<file path="config.mk">
export PLATFORM = sky130hd
export DESIGN_NAME = lc3_fetch
export DESIGN_NICKNAME = d
export VERILOG_FILES = /design/src/rtl/lc3_pkg.sv /design/src/rtl/lc3_next_pc.sv /design/src/rtl/lc3_fetch.sv
export SDC_FILE = /design/constraint.sdc
export NUM_CORES = 1
export LEC_CHECK = 0
export CORE_UTILIZATION = 44
export DETAILED_ROUTE_END_ITERATION = 7
export GPL_ROUTABILITY_DRIVEN = 0
export GPL_TIMING_DRIVEN = 0
export PLACE_DENSITY = 0.77
export SYNTH_ARGS = -nofsm -noshare
export SYNTH_HDL_FRONTEND = slang
export SYNTH_SLANG_ARGS = --single-unit
</file>
<file path="constraint.sdc">
create_clock -name clk -period 3.1 [get_ports clk]
set_input_delay 0.465 -clock clk [delete_from_list [all_inputs] [get_ports clk]]
set_output_delay 0.465 -clock clk [all_outputs]
set_load 0.01 [all_outputs]
</file>
<file path="src/rtl/lc3_pkg.sv">
// Shared LC-3 fetch definitions: opcode encodings, NZP bit positions,
// the fetch FSM state type and the PCoffset9 sign-extension helper.
package lc3_pkg;

   localparam logic [3:0] OP_BR  = 4'b0000;
   localparam logic [3:0] OP_JSR = 4'b0100;
   localparam logic [3:0] OP_JMP = 4'b1100;

   localparam int NZP_N = 2;
   localparam int NZP_Z = 1;
   localparam int NZP_P = 0;

   typedef enum logic {
      ST_IDLE  = 1'b0,
      ST_ISSUE = 1'b1
   } fetch_state_e;

   function automatic logic [15:0] sext9(input logic [8:0] v);
      return {{7{v[8]}}, v};
   endfunction

endpackage

</file>
<file path="src/rtl/lc3_next_pc.sv">
// Combinational next-PC selection: branch target, register jump or fall-through,
// plus the incremented value that becomes the architectural PC.
module lc3_next_pc
   import lc3_pkg::*;
(
   input  logic [15:0] pc_i,
   input  logic [3:0]  opcode_i,
   input  logic [8:0]  offset_i,
   input  logic [15:0] reg_i,
   input  logic [2:0]  br_nzp_i,
   input  logic [2:0]  result_nzp_i,
   output logic [15:0] target_o,
   output logic [15:0] target_plus1_o
);

   logic br_taken;

   // An all-zero mask can never match, so BR with nzp=000 always falls through.
   assign br_taken = (br_nzp_i[NZP_N] & result_nzp_i[NZP_N]) |
                     (br_nzp_i[NZP_Z] & result_nzp_i[NZP_Z]) |
                     (br_nzp_i[NZP_P] & result_nzp_i[NZP_P]);

   always_comb begin
      // NOTE: every combinational output gets a default first so no path leaves it unassigned (no latch).
      target_o = pc_i;
      case (opcode_i)
         OP_BR:          if (br_taken) target_o = pc_i + sext9(offset_i);
         OP_JMP, OP_JSR: target_o = reg_i;
         default:        target_o = pc_i;
      endcase
   end

   // 16-bit adders wrap naturally modulo 2^16.
   assign target_plus1_o = target_o + 16'h0001;

endmodule

</file>
<file path="src/rtl/lc3_fetch.sv">
// LC-3 instruction fetch: a two-state IDLE/ISSUE FSM that, on each accepted
// fetch request, issues the target address and advances the architectural PC.
module lc3_fetch
   import lc3_pkg::*;
#(
   parameter logic [15:0] RESET_PC = 16'h0000
) (
   input  logic        clk,
   input  logic        rst,
   input  logic        fetch_start,
   input  logic [3:0]  opcode_in,
   input  logic [8:0]  offset_in,
   input  logic [15:0] reg_in,
   input  logic [2:0]  br_nzp,
   input  logic [2:0]  result_nzp,
   output logic [15:0] addr_out,
   output logic        wea_out,
   output logic [15:0] pc
);

   fetch_state_e state_q, state_d;
   logic [15:0]  pc_q, pc_d;
   logic [15:0]  addr_q, addr_d;
   logic         wea_q;
   logic [15:0]  target;
   logic [15:0]  target_plus1;

   lc3_next_pc u_next_pc (
      .pc_i           (pc_q),
      .opcode_i       (opcode_in),
      .offset_i       (offset_in),
      .reg_i          (reg_in),
      .br_nzp_i       (br_nzp),
      .result_nzp_i   (result_nzp),
      .target_o       (target),
      .target_plus1_o (target_plus1)
   );

   always_comb begin
      state_d = state_q;
      pc_d    = pc_q;
      addr_d  = addr_q;
      case (state_q)
         ST_IDLE: begin
            if (fetch_start) begin
               state_d = ST_ISSUE;
               addr_d  = target;
               pc_d    = target_plus1;
            end
         end
         ST_ISSUE: state_d = ST_IDLE;   // a request arriving here is dropped
         default:  state_d = ST_IDLE;
      endcase
   end

   always_ff @(posedge clk) begin
      // NOTE: sequential state uses non-blocking assignments so all flops update from pre-edge values.
      if (rst) begin
         state_q <= ST_IDLE;
         pc_q    <= RESET_PC;
         addr_q  <= 16'h0000;
         wea_q   <= 1'b0;
      end else begin
         state_q <= state_d;
         pc_q    <= pc_d;
         addr_q  <= addr_d;
         wea_q   <= 1'b0;
      end
   end

   assign addr_out = addr_q;
   assign wea_out  = wea_q;
   assign pc       = pc_q;

endmodule

</file>
==> results.ini <==
[floorplanning]
io_pins=71
core-area_mm2=0.00564
die_h_um=79.3
chipWidth_um=79.3
start_util_pct=46.6
die-area_mm2=0.00629
rows=27

[logic_synthesis]
synth_compound_area_share_pct=31.8
ys_seq_elements=33
synthAdderAreaFrac_pct=8.37
synth-xor-area-share_pct=4.66
yosysWarnings=0
synth-simple-area-share_pct=24.5
synth_top_family_by_area=compound AO/OA/AOI/OAI gates
synth_edf_count=0
synthMuxAreaShare_pct=0.761
async_reset_ff_share_pct=0
netlist_top_cells_area=dfxtp_1, ha_1, nand2_1, a21oi_1, nor2_1
syn-num-nets=396
synth.top_cell.area_share_pct=25.1
synth_ff_type=dfxtp_1
netlist_area_mm2=0.00263
netlist_instances=341
synth.most_common_cell=nand2_1
postSynthAreaPerCell_um2=7.72
seq_area_frac_synth_pct=25.1
netlist_top_cells_count=nand2_1, dfxtp_1, nor2_1
ys_types=65
yosys.area.top_type=dfxtp_1

[power]
powerDensity_mw_per_mm2=328
pwr-share-seq_pct=35.3
p_leak_uw=0.00166
clockPowerShare_pct=27.1
internal_power_uw=898
switching_share_pct=33.2
power.switching_uw=445
ir_drop_uv=337
pwr-share-comb_pct=37.6

[grt]
antenna_found_initial=0
first_global_vias=2890
grt_pass1_wl_um=13700
gr-total-overflow=0
grt_use_total_pct=28.4
grt_max_degree=11

[clocking]
cts_tree=done
cts_root_buf=clkbuf_8
clkLatencyLatePin_ns=0.29
cts_buffer_depth=2
h-tree-depth=2
ctsHoldBuffers=0
cts_inserted_buffers=5
clock_sinks=33
clk_pin_slew_ns=0.06

[drt]
viasPerCell=6.11
wl_met1_um=3980
routed_wl_um=9400
routed.top_layer=met4
wl_met2_um=4540
first_pass_iters=6
drtAntennaViolNets=0
wl_met3_um=619
drc=0
routedWlPerCell_um=17.9
vias=3210
drtIter0Drc=282

[timing]
worstMarginPinSlew_ns=1.09
finClkSkew_ns=0.00866
relSlewSlack_pct=25.1
finalHoldViolCount=0
min_period_ns=3.07
max_freq_mhz=326
fin_crit_sh_pct=99.0
setup_viol=0
maxSlewViolCount=0

[placement]
hpwl_um=6010
placed_area_mm2=0.00341
port_buffers=69

[cells_and_area]
final_util_pct=72.5
drive_gt1_share_pct=23.0
num_antenna_cells=0
stdcell_area_mm2=0.00409
num-fill-cells=414
nets=507
area_growth_pct=55.5

[worst_hold_path]
hold_class=register to register

[setup_path]
worstSetupPathType=primary input to register
path_max_fanout=5
worstPathRequired_ns=3.28
worst_setup_path_end_kind=register
critPathLaunchType=primary input
cp.arrival_ns=3.25

[run_status]
outcome=finished clean

[run]
maxCapViolations=0

cells in the final DEF, fill, tap and decap left out, types with 7 or more instances in the layout:
cell / instances
clkbuf_1: 11
nand3_1: 9
xnor2_1: 9
nand2b_1: 9
a21oi_1: 21
ha_1: 10
buf_4: 34
clkbuf_8: 7
inv_1: 10
a21o_1: 8
o21ai_0: 8
nand2_1: 38
nor3_1: 8
nor2_1: 31
a211oi_1: 11
clkdlybuf4s50_1: 56
dfxtp_1: 32
final timing paths:
| check | slack [ns] | cells past startpoint | start | end |
|---|---|---|---|---|
| min | 0.46 | 2 | pc[15]$_SDFFE_PP0P_ | pc[15]$_SDFFE_PP0P_ |
| min reg2reg | 0.46 | 2 | pc[15]$_SDFFE_PP0P_ | pc[15]$_SDFFE_PP0P_ |
| max reg2reg | 0.09 | 14 | pc[0]$_SDFFE_PP0P_ | pc[13]$_SDFFE_PP0P_ |
| max | 0.03 | 11 | offset_in[3] | pc[15]$_SDFFE_PP0P_ |
sequential cells by signal, summed over array words and instances, names as in the netlist:
signal and flops:
addr_out 16, state_q 1, pc 16
cells by family (layout without fill, tap and decap cells):
kind of cell | Yosys count | after routing
other | 1 | 1
buffers and inverters | 30 | 142
xor gates and xnor gates | 14 | 14
adders and majority gates | 17 | 17
DFF | 33 | 33
and+or+nand+nor | 130 | 130
muxes | 2 | 2
AOI/OAI and AO/OA | 114 | 114
metrics by stage:
step / total power (µW) / std cells / setup TNS, ns / setup WS, ns / hold WS, ns
floorplan: 701 / 341 / 0 / 0.0166 / 0.479
global placement: 850 / 482 / -7.12 / -0.834 / 0.449
detailed placement: 859 / 482 / -7.77 / -0.857 / 0.447
CTS: 1280 / 510 / 0 / 0.00475 / 0.456
global route: 1410 / 525 / -0.162 / -0.0410 / 0.474
finish: 1340 / 525 / 0 / 0.0304 / 0.458
power by group through the flow:
stage               Sequential [µW]  Clock (µW)  Combinational (µW)
global placement                480           0                 370
CTS                             471         364                 447
floorplan                       486           0                 215
global route                    476         389                 540
finish                          474         364                 505
detailed placement              480           0                 378
metal layers:
| layer | vias to the layer above | global-route usage, % |
|---|---|---|
| li1 | 1491 | - |
| met1 | 1522 | 36.4 |
| met2 | 169 | 46.9 |
| met3 | 28 | 3.68 |
| met4 | 0 | 13.5 |
| met5 | - | 0 |
cell type report:
cell class | instances | area [µm²] | share of cell area [%]
sequential | 33 | 664 | 16.2
inverter | 13 | 51.3 | 1.25
buffer | 16 | 77.6 | 1.90
tap | 72 | 90.1 | 2.20
clock inverter | 1 | 5.00 | 0.122
multi-input combinational | 278 | 2130 | 52.1
clock buffer | 7 | 96.3 | 2.35
timing repair buffer | 105 | 975 | 23.8
critical path, stage by stage:
cell             delay [ns]
clkdlybuf4s50_1        0.43
ha_1                   0.39
o211ai_1               0.18
o21ai_2                0.13
a21o_1                 0.21
o311a_1                0.43
o32a_1                 0.35
o21ai_2                0.18
and4b_1                0.22
mux2i_1                0.20
nand2_1                0.07
what timing repair did:
item                       CTS  global route
pin swaps                   19            29
buffers inserted            20            16
setup endpoints to repair   11            11
gates resized for setup     46            34
gates cloned                 0             0
Note: power is estimated with default switching activity, not from simulation.
